[src/rtl/pipe_stage_fifo_pkg.sv]
`default_nettype none
// ============================================================================
// Module      : pipe_stage_fifo_pkg
// Description : Shared defaults for the multi-entry inter-stage buffer.
// Revision    : 1.0  initial release
// ============================================================================
package pipe_stage_fifo_pkg;

    // Default entry count for an inter-stage buffer
    localparam int FIFO_DEPTH_DEFAULT    = 4;

    // Default width of the flattened pass-through bundle
    localparam int PAYLOAD_WIDTH_DEFAULT = 64;

    // Default flattened pass-through payload
    typedef logic [PAYLOAD_WIDTH_DEFAULT-1:0] pipe_payload_t;

endpackage : pipe_stage_fifo_pkg
`default_nettype wire

[src/rtl/pipe_fifo_ptr.sv]
`default_nettype none
// ============================================================================
// Module      : pipe_fifo_ptr
// Description : Read/write pointers and exact occupancy counter for a
//               DEPTH-entry circular buffer, with synchronous clear and a
//               sticky internal-consistency error flag.
// Revision    : 1.0  initial release
// ============================================================================
module pipe_fifo_ptr
    import pipe_stage_fifo_pkg::*;
#(
    parameter int DEPTH     = FIFO_DEPTH_DEFAULT,
    parameter int PTR_WIDTH = $clog2(DEPTH),
    parameter int CNT_WIDTH = $clog2(DEPTH) + 1
) (
    input  logic                 clk,
    input  logic                 rst_n,
    input  logic                 enq,
    input  logic                 deq,
    input  logic                 clear,
    output logic [PTR_WIDTH-1:0] wr_ptr,
    output logic [PTR_WIDTH-1:0] rd_ptr,
    output logic [CNT_WIDTH-1:0] count,
    output logic                 overflow_err
);

    localparam logic [CNT_WIDTH-1:0] DEPTH_CNT = CNT_WIDTH'(DEPTH);

    logic would_overflow;

    // Occupancy past DEPTH can only come from a broken upstream gate
    assign would_overflow = (count > DEPTH_CNT) ||
                            (enq && !deq && (count == DEPTH_CNT));

    // Pointers wrap modulo DEPTH by natural overflow; clear wins over enq/deq
    always_ff @(posedge clk or negedge rst_n) begin
        if (!rst_n) begin
            wr_ptr <= '0;
            rd_ptr <= '0;
            count  <= '0;
        end else if (clear) begin
            wr_ptr <= '0;
            rd_ptr <= '0;
            count  <= '0;
        end else begin
            if (enq) begin
                wr_ptr <= wr_ptr + 1'b1;
            end
            if (deq) begin
                rd_ptr <= rd_ptr + 1'b1;
            end
            case ({enq, deq})
                2'b10:   count <= count + 1'b1;
                2'b01:   count <= count - 1'b1;
                default: count <= count;
            endcase
        end
    end

    // Sticky error flag, cleared only by reset (not by flush)
    always_ff @(posedge clk or negedge rst_n) begin
        if (!rst_n) begin
            overflow_err <= 1'b0;
        end else if (would_overflow) begin
            overflow_err <= 1'b1;
        end
    end

    a_count_bounded : assert property (@(posedge clk) disable iff (!rst_n) count <= DEPTH_CNT);

endmodule : pipe_fifo_ptr
`default_nettype wire

[src/rtl/pipe_stage_fifo.sv]
`default_nettype none
// ============================================================================
// Module      : pipe_stage_fifo
// Description : Multi-entry pipeline buffer between two core stages with
//               stall/flush hazard semantics (stall has priority over flush,
//               deferred flush tracked by flush_pending) and occupancy output.
// Revision    : 1.0  initial release
// ============================================================================
module pipe_stage_fifo
    import pipe_stage_fifo_pkg::*;
#(
    parameter int PAYLOAD_WIDTH = PAYLOAD_WIDTH_DEFAULT,
    parameter int DEPTH         = FIFO_DEPTH_DEFAULT,
    parameter int CNT_WIDTH     = $clog2(DEPTH) + 1
) (
    input  logic                     clk,
    input  logic                     rst_n,
    input  logic                     in_valid,
    input  logic [PAYLOAD_WIDTH-1:0] in_data,
    output logic                     in_ready,
    output logic                     out_valid,
    output logic [PAYLOAD_WIDTH-1:0] out_data,
    input  logic                     stall,
    input  logic                     flush,
    output logic                     flush_pending,
    output logic [CNT_WIDTH-1:0]     count,
    output logic                     overflow_err
);

    localparam int                   PTR_WIDTH = $clog2(DEPTH);
    localparam logic [CNT_WIDTH-1:0] DEPTH_CNT = CNT_WIDTH'(DEPTH);

    logic [PAYLOAD_WIDTH-1:0] mem [DEPTH];
    logic [PTR_WIDTH-1:0]     wr_ptr;
    logic [PTR_WIDTH-1:0]     rd_ptr;
    logic                     do_clear;
    logic                     enq;
    logic                     deq;

    // Ready depends only on registered state and flush, never on stall, so
    // there is no combinational path from the consumer back to the producer.
    assign in_ready  = (count < DEPTH_CNT) && !flush_pending && !flush;
    assign out_valid = (count != '0);
    assign out_data  = mem[rd_ptr];

    // A clear happens on the first unstalled cycle of a new or deferred flush
    assign do_clear = (flush || flush_pending) && !stall;
    assign enq      = in_valid && in_ready && !do_clear;
    assign deq      = out_valid && !stall && !do_clear;

    pipe_fifo_ptr #(
        .DEPTH     (DEPTH),
        .PTR_WIDTH (PTR_WIDTH),
        .CNT_WIDTH (CNT_WIDTH)
    ) u_ptr (
        .clk          (clk),
        .rst_n        (rst_n),
        .enq          (enq),
        .deq          (deq),
        .clear        (do_clear),
        .wr_ptr       (wr_ptr),
        .rd_ptr       (rd_ptr),
        .count        (count),
        .overflow_err (overflow_err)
    );

    // Entry storage; reset to zero so out_data reads zero out of reset
    always_ff @(posedge clk or negedge rst_n) begin
        if (!rst_n) begin
            for (int i = 0; i < DEPTH; i++) begin
                mem[i] <= '0;
            end
        end else if (enq) begin
            mem[wr_ptr] <= in_data;
        end
    end

    // Deferred flush: set when a flush meets a stall, dropped on the clear
    always_ff @(posedge clk or negedge rst_n) begin
        if (!rst_n) begin
            flush_pending <= 1'b0;
        end else if (do_clear) begin
            flush_pending <= 1'b0;
        end else if (flush && stall) begin
            flush_pending <= 1'b1;
        end
    end

endmodule : pipe_stage_fifo
`default_nettype wire
[config.mk]
export PLATFORM = sky130hd
export DESIGN_NAME = pipe_stage_fifo
export DESIGN_NICKNAME = d
export VERILOG_FILES = /design/src/rtl/pipe_stage_fifo_pkg.sv /design/src/rtl/pipe_fifo_ptr.sv /design/src/rtl/pipe_stage_fifo.sv
export SDC_FILE = /design/constraint.sdc
export NUM_CORES = 1
export LEC_CHECK = 0
export ABC_CLOCK_PERIOD_IN_PS = 5700
export CAP_MARGIN = 15
export CORE_MARGIN = 8
export CORE_UTILIZATION = 30
export CTS_CLUSTER_SIZE = 30
export DETAILED_ROUTE_END_ITERATION = 10
export HOLD_SLACK_MARGIN = 0.15
export PLACE_DENSITY_LB_ADDON = 0.12
export SYNTH_ARGS = -nofsm -noshare
export SYNTH_HDL_FRONTEND = slang
export SYNTH_HIERARCHICAL = 1
export SYNTH_SLANG_ARGS = --single-unit
export TNS_END_PERCENT = 1
[constraint.sdc]
create_clock -name clk -period 5.7 [get_ports clk]
set_input_delay 1.14 -clock clk [delete_from_list [all_inputs] [get_ports clk]]
set_output_delay 1.14 -clock clk [all_outputs]
set_load 0.01 [all_outputs]
# Word level (Yosys, flattened, before mapping)
# Cells that the tools add are included.
# totals
reg_bits	265
latch_bits	0
ram_bits	0
mem_bits_ro	0
input_bits	69
output_inout_bits	71
wordCells	60
n_memories	0
# classes
add_sub_neg	4
n_mul	0
n_div	0
magnitude_cmp	5
eq_ne	3
shift	0
muxes	14
n_bitwise	2
reduce_logical	23
# op_table
op	count
$bwmux 256	1
$mux 64	3
$bmux 64 s2	1
$demux 64 s2	1
$logic_and 1x1->1	11
$mux 2	4
$ge 3x3->1 const B	2
$not 2->3	2
$pmux 3 s2	1
$reduce_bool 2->1	3
$reduce_bool 3->1	2
$logic_not 1->1	5
$add 2x1->2 const B	2
$add 3x1->3 const B	1
$eq 3x3->1 const B	1
$gt 3x3->1 const B	1
$lt 3x1->1 const B	1
$lt 3x3->1 const B	1
$mux 3	1
$sub 3x1->3 const B	1
$eq 2x1->1 const B	1
$eq 2x2->1 const B	1
$logic_or 1x1->1	2
$mux 1	2

# Longest topological paths before layout
# Gate-level depths: netlist of the first run.
# logic_depth
ltp_word	8
ltp_mapped	6
ltp_nobuf	6

# By module
# The synthesis of the first run kept the hierarchy.
# by_module_without_submodules
mod	instances	cells_each	area_each_um2	seq_area_each_um2
pipe_stage_fifo	1	630	11224.5	6431.2
pipe_fifo_ptr	1	33	376.6	200.2

# Worst setup path after synthesis of the first run
# OpenSTA, ideal clock, no wires.
# synth_path
path_kind	input to register
startpoint	in flush
endpoint	reg u_ptr.count[2]
setup_time_ps	128
arrival_ps	2639
slack_ps	2934
stages	5
n_path_buf	0
path_cell_list	nor4b_4 and2b_1 fa_1 mux2i_1 mux2_1
# synth_between
elab_chain_cells	7
elab_cells_between_ends	13
cone_classes	eq/ne (2); mux (2); reduce/logical (9)
# synth_lines
element	line	text
from (decl)	pipe_stage_fifo.sv:24	input logic flush,
$logic_or 1x1->1 / $logic_not 1->1 (equally long branches)	pipe_stage_fifo.sv:47, pipe_stage_fifo.sv:42	
$logic_and 1x1->1 (on tied branches)	pipe_stage_fifo.sv:47, pipe_stage_fifo.sv:42	
$logic_not 1->1 / $logic_and 1x1->1 (equally long branches)	pipe_stage_fifo.sv:48, pipe_stage_fifo.sv:49	
$logic_and 1x1->1 (on tied branches)	pipe_stage_fifo.sv:49, pipe_stage_fifo.sv:48	
$eq 2x1->1 / $eq 2x2->1 (equally long branches)	pipe_fifo_ptr.sv:52	case ({enq, deq})
$pmux 3 s2	pipe_fifo_ptr.sv:52	
$mux 3	pipe_fifo_ptr.sv:41	end else if (clear) begin
to (signal assigned)	pipe_fifo_ptr.sv:53	2'b10: count <= count + 1'b1;
to (signal assigned)	pipe_fifo_ptr.sv:54	2'b01: count <= count - 1'b1;
to (signal assigned)	pipe_fifo_ptr.sv:55	default: count <= count;
to (decl)	pipe_fifo_ptr.sv:23	output logic [CNT_WIDTH-1:0] count,
# Several ways; a longest one is shown, not always the timed one.
# A chain may end at the register's enable or synchronous reset.

# Worst setup path after layout of the first run
# layout_path
startpoint	reg u_ptr.rd_ptr[0]
endpoint	out out_data[7]
# layout_between
elab_chain_cells	4
# layout_lines
element	line	text
from (decl)	pipe_fifo_ptr.sv:22	output logic [PTR_WIDTH-1:0] rd_ptr,
from (signal assigned)	pipe_fifo_ptr.sv:50	rd_ptr <= rd_ptr + 1'b1;
$not 2->3 (implied by the code)	pipe_stage_fifo.sv:44	assign out_data = mem[rd_ptr];
$bmux 64 s2	pipe_stage_fifo.sv:44	
$mux 64 (implied by the code) (2 in series)	pipe_stage_fifo.sv:44	
to (decl)	pipe_stage_fifo.sv:22	output logic [PAYLOAD_WIDTH-1:0] out_data,
# No other way between the ends. The select of a mux whose other input is x is not followed.

==> flow_summary.json, run 1 <==
{
  "gp_congestion": 0.688,
  "slew_headroom_pct": 20.3,
  "cp_max_fo": 36,
  "ir_drop_uv": 245,
  "vias": 6302,
  "postCtsSetupBuffers": 0,
  "worstHoldStart": "u_ptr/overflow_err$_DFFE_PN0P_",
  "use_met1_pct": 14.8,
  "totalWireLength_um": 27900,
  "arrival_ps": 3010,
  "grt-ovfl-total": 0,
  "clockBufferDepth": 3,
  "synth_common_cells": "dfrtp_1 (265), mux2_2 (256), mux4_2 (64)",
  "r2r-end": "mem[35]$_DFFE_PN0P_",
  "yosysSeqAreaShare_pct": 57.2,
  "p_int_mw": 5.41,
  "htreeDepth": 1,
  "synth.top_cell.area_share_pct": 57.2,
  "io_pins": 140,
  "fp.dieW_um": 213,
  "holdPathEnd": "u_ptr/overflow_err$_DFFE_PN0P_",
  "first_pass_iters": 4,
  "p_leak_nw": 6.16,
  "synth_area_leaders": "dfrtp_1 (57%), mux2_2 (25%), mux4_2 (12%), buf_6 (1.8%), clkbuf_8 (0.83%)",
  "power_density_nw_per_um2": 521,
  "run_status": "finished, final reports clean",
  "synthArstFlopShare_pct": 100,
  "grt_max_degree": 146,
  "max_slew.worst_pin.slew_ps": 1200,
  "synth_xor_area_share_pct": 0.453,
  "power.share.combinational_pct": 34.5,
  "power_mw": 7.46,
  "syn-cell-area_sq_um": 11600,
  "start_kind": "flip-flop",
  "ff2ff_setup_slack_ps": 2910,
  "drc": 0,
  "via_per_inst": 4.72,
  "cts_tree": "done",
  "p_switching_mw": 2.05,
  "r2r_cells": 4,
  "synth_area_per_cell_sq_um": 17.5,
  "initial_core_util_pct": 30.2,
  "critPathCaptureType": "output port",
  "hold_class": "flip-flop to flip-flop",
  "die_y_um": 213,
  "core_area_sq_um": 38400,
  "cts_buffers": 31,
  "min_period_ps": 4150,
  "setup_viol": 0,
  "rr_startpoint": "u_ptr/count[2]$_DFFE_PN0P_",
  "dieArea_sq_um": 45200,
  "ys_ff_latch": 265,
  "drv_slew": 0,
  "synthMuxAreaShare_pct": 37.5,
  "synth-simple-area-share_pct": 1.31,
  "syn-num-nets": 733,
  "portBuffers": 139,
  "critPathKind": "flip-flop to output port",
  "yosysWarnings": 6,
  "rsz0062_at_grt": "no",
  "rows": 72,
  "cts_resized": 0,
  "antenna_left": 0,
  "synth_top_family_by_area": "multiplexers",
  "ctsHoldBuffers": 0,
  "busiest_layer": "met2",
  "syn2layout_area_growth_pct": 23.3,
  "n_antenna_cell": 0,
  "clkTransAtPathRegs_ps": 50,
  "met3_usage_pct": 3.07,
  "synthAdderAreaFrac_pct": 0.173,
  "p_seq_share_pct": 41.0,
  "clk_latency_ps": 550,
  "clkPwrFrac_pct": 24.4,
  "fin_setup_tns_ps": 0,
  "yosysMostFrequentCell": "dfrtp_1",
  "wl_per_cell_um": 20.9,
  "grt_pass1_vias": 7502,
  "syn_inst": 663,
  "synth_cell_types": 26,
  "synth_area_leader_cell": "dfrtp_1",
  "cap_violations": 0,
  "met2_usage_pct": 22.3,
  "grtUsageTotal_pct": 12.5,
  "antenna_found_initial": 1,
  "fin_skew_ps": 9.39,
  "hpwl_um": 17000,
  "finalHoldViolCount": 0,
  "fmax_mhz": 241,
  "clockRootBuffer": "clkbuf_16",
  "synth_compound_area_share_pct": 0.0647,
  "drive_above_1_share_pct": 45.7,
  "detail_route.iter0.violations": 157,
  "synth-edff-count": 0,
  "fin_crit_sh_pct": 72.7,
  "nNetsFinal": 872,
  "worstPathRequired_ps": 4560,
  "synth_top_flop_cell": "dfrtp_1",
  "netSwitchingFraction_pct": 27.4,
  "clkSinkCount": 265,
  "hold_depth": 1,
  "n_fill_cell": 3655,
  "grt_pass1_wl_um": 44000
}
==> flip-flops by register name (all words and copies together) (netlist names) <==
register            cells
u_ptr/rd_ptr            2
mem                   256
flush_pending           1
u_ptr/overflow_err      1
u_ptr/wr_ptr            2
u_ptr/count             3
==> power groups by stage <==
| stage | registers (mW) | clock network, mW | logic [mW] |
|---|---|---|---|
| 4_1_cts | 3.07 | 1.91 | 2.65 |
| 3_5_place_dp | 3.11 | 0 | 2.63 |
| 2_1_floorplan | 2.89 | 0 | 1.61 |
| 5_1_grt | 3.17 | 1.98 | 2.76 |
| 3_3_place_gp | 3.02 | 0 | 2.57 |
| 6_report | 3.06 | 1.82 | 2.57 |
==> cell families (layout without fill, tap and decap cells) <==
group,after synthesis,in the layout
multiplexers,323,323
flip-flops,265,265
buffers and inverters,42,197
AND/OR/NAND/NOR,25,25
XOR/XNOR,6,6
adder cells (fa/ha/maj),1,1
AO/OA/AOI/OAI,1,1
==> through the flow <==
stage / util (%) / cell area, sq um / setup WS, ps / instances / hold slack (ps)
4_1_cts: 37.3 / 14300 / 1410 / 1336 / 485
2_1_floorplan: - / 11600 / 2930 / 663 / 474
3_5_place_dp: 34.8 / 13400 / 1720 / 1287 / 471
5_1_grt: 37.3 / 14300 / 1350 / 1336 / 509
3_3_place_gp: 34.8 / 13400 / 1800 / 1287 / 464
6_report: 37.3 / 14300 / 1550 / 1336 / 471
==> placed cells by master, fill, tap and decap left out, types with 2 or more instances in the layout <==
master	instances
buf_12	2
buf_4	7
clkbuf_1	10
nand3b_1	2
mux2i_1	2
clkdlybuf4s50_1	138
mux4_2	64
nand2_1	2
nor2b_1	2
dfrtp_4	2
and2b_1	2
dfrtp_1	263
clkbuf_16	31
nor2_1	10
clkbuf_8	6
xor2_1	3
mux2_2	256
xnor2_1	3
==> how the worst max path moves through the flow <==
stage                           startpoint                    endpoint  slack, ps  cells after the start
6_report       u_ptr/rd_ptr[0]$_DFFE_PN0P_                 out_data[7]       1550                      3
3_5_place_dp                         flush         mem[18]$_DFFE_PN0P_       1720                      5
2_1_floorplan                        flush  u_ptr/count[2]$_DFFE_PN0P_       2930                      5
4_1_cts        u_ptr/rd_ptr[0]$_DFFE_PN0P_                 out_data[7]       1410                      3
3_3_place_gp                         flush         mem[32]$_DFFE_PN0P_       1800                      5
5_1_grt        u_ptr/rd_ptr[0]$_DFFE_PN0P_                 out_data[7]       1350                      3
==> area by class of cell <==
class / count / area (sq um) / share of cell area [%]
well taps: 518 / 648 / 4.53
repair buffers: 148 / 1490 / 10.4
clock buffers: 47 / 896 / 6.26
multi-input cells: 356 / 4600 / 32.1
flip-flops and latches: 265 / 6640 / 46.4
clock inverters: 2 / 35.0 / 0.245
==> critical path: stages (launching register included) <==
cell and delay (ps):
dfrtp_4 870, buf_12 400, mux4_2 550, clkdlybuf4s50_1 580
==> layer usage <==
layer	vias to the layer above	routed length (um)	share of wire, %
met4	2	547	2.0
li1	2758	-	-
met2	103	14400	51
met5	-	9	0.032
met1	3401	11600	42
met3	38	1390	5.0
Power figures use the tool's default switching activity.
==> inputs of run 2 (changes only) <==
--- a/config.mk
+++ b/config.mk
@@ -5,7 +5,7 @@
 export SDC_FILE = /design/constraint.sdc
 export NUM_CORES = 1
 export LEC_CHECK = 0
-export ABC_CLOCK_PERIOD_IN_PS = 5700
+export ABC_CLOCK_PERIOD_IN_PS = 4100
 export CAP_MARGIN = 15
 export CORE_MARGIN = 8
 export CORE_UTILIZATION = 30
==> constraint.sdc (replaced) <==
create_clock -name clk -period 4.1 [get_ports clk]
set_input_delay 0.82 -clock clk [delete_from_list [all_inputs] [get_ports clk]]
set_output_delay 0.82 -clock clk [all_outputs]
set_load 0.01 [all_outputs]
==> flow_summary.json, run 2 (same netlist as run 1, synthesis figures left out) <==
{
  "run_status": "finished, final reports clean",
  "dp.cells": 1293,
  "p_leak_nw": 6.29,
  "arrival_ps": 2730,
  "hpwl_um": 17500,
  "cts_tree": "done",
  "clk_latency_ps": 560,
  "cp_cell_sequence": "buf_12 > mux4_2 > clkdlybuf4s50_1",
  "drv_slew": 0,
  "gp_congestion": 0.672,
  "grtUsageTotal_pct": 12.6,
  "max_slew.worst_pin.slew_ps": 1130,
  "die_y_um": 213,
  "clkTransAtPathRegs_ps": 50,
  "fin_setup_tns_ps": 0,
  "grt_max_degree": 109,
  "vias": 6371,
  "critPathCaptureType": "output port",
  "fin_skew_ps": 14.4,
  "reg_top3": "mem (256), u_ptr/count (3)",
  "cpMaxStageDelayCell": "dfrtp_4",
  "cts_buffers": 31,
  "clkSinkCount": 265,
  "syn2layout_area_growth_pct": 25.4,
  "first_pass_iters": 4,
  "totalWireLength_um": 28100,
  "htreeDepth": 1,
  "clockRootBuffer": "clkbuf_16",
  "antenna_found_initial": 2,
  "nNetsFinal": 878,
  "hold_class": "input pin to async pin",
  "finalHoldViolCount": 0,
  "antenna_left": 0,
  "largest_register_ffs": 256,
  "rr_startpoint": "u_ptr/count[2]$_DFFE_PN0P_",
  "fin_cells": 1351,
  "drc": 0,
  "min_period_ps": 3550,
  "final_cell_mix": "dfrtp_1 (263), mux2_2 (256), clkdlybuf4s50_1 (138)",
  "fmax_mhz": 281,
  "rsz0062_at_grt": "no",
  "n_fill_cell": 3595,
  "portBuffers": 139,
  "drive_above_1_share_pct": 47.1,
  "start_kind": "flip-flop",
  "regMostFlops": "mem",
  "critPathMaxStageDelay_ps": 790,
  "postCtsSetupBuffers": 0,
  "via_per_inst": 4.72,
  "grt-ovfl-total": 0,
  "final_common_cell": "dfrtp_1",
  "fin_crit_sh_pct": 86.7,
  "io_pins": 140,
  "ctsHoldBuffers": 0,
  "grt_pass1_vias": 7662,
  "worstPathRequired_ps": 3280,
  "critPathKind": "flip-flop to output port",
  "fp.dieW_um": 213,
  "startpoint": "u_ptr/rd_ptr[0]$_DFFE_PN0P_",
  "cp_max_fo": 24,
  "detail_route.iter0.violations": 240,
  "dieArea_sq_um": 45200,
  "initial_core_util_pct": 30.2,
  "rows": 72,
  "clockBufferDepth": 3,
  "power_density_nw_per_um2": 737,
  "slew_headroom_pct": 24.9,
  "wl_per_cell_um": 20.8,
  "n_antenna_cell": 0,
  "cap_violations": 0,
  "grt_pass1_wl_um": 44200,
  "ir_drop_uv": 392,
  "setup_viol": 0,
  "cts_resized": 0,
  "core_area_sq_um": 38400
}
run 2: cell types whose count changed in the layout (fill, tap and decap cells not counted), sizes merged:
cell    before  now
buf         10   16
bufinv       1    3
clkinv       1    5
clkbuf      47   49
inv          0    1
run 2: final cells by class:
| type | count | area, sq um | share of cell area [%] |
|---|---|---|---|
| repair buffers | 154 | 1580 | 10.9 |
| flip-flops and latches | 265 | 6640 | 45.6 |
| multi-input cells | 356 | 4600 | 31.6 |
| well taps | 518 | 648 | 4.46 |
| clock inverters | 9 | 124 | 0.852 |
| clock buffers | 49 | 953 | 6.56 |
run 2: per-stage QoR:
step           power [mW]  area, sq um  hold slack, ps  util, %  worst slack (ps)
3_5_place_dp         8.03        13500             465     35.1               788
6_report             10.7        14500             343     37.9               545
2_1_floorplan        6.26        11600             474        -              1650
4_1_cts              11.0        14500             344     37.9               411
5_1_grt              11.4        14500             390     37.9               352
3_3_place_gp         7.80        13500             459     35.1               846
run 2: metal layers:
metal  vias to the layer above  routed length (um)  GRT usage [%]
met1                      3432               11500           14.8
met2                       114               14500           22.3
met5                         -                  22              0
li1                       2767                   -              -
met3                        54                1480           3.33
met4                         4                 650           3.66
run 2: worst paths after layout:
check / end / slack [ps] / cells past startpoint
setup / recovery: out_data[17] / 550 / 3
hold / removal: mem[205]$_DFFE_PN0P_ / 340 / 1
setup reg to reg: mem[8]$_DFFE_PN0P_ / 1590 / 4
hold reg to reg: u_ptr/overflow_err$_DFFE_PN0P_ / 470 / 1
max in group asynchronous: mem[212]$_DFFE_PN0P_ / 2750 / 2
min in group clk: u_ptr/overflow_err$_DFFE_PN0P_ / 470 / 1
run 2: power breakdown:
group / switching [mW] / total, mW / internal [mW]
Sequential: 0.576 / 4.22 / 3.65
Clock: 1.06 / 2.83 / 1.77
Combinational: 1.29 / 3.66 / 2.37
run 2: critical path, delay by kind of cell (launching register included):
family	cells	cell delay, ps
flip-flops	1	790
multiplexers	1	550
buffers and inverters	2	800
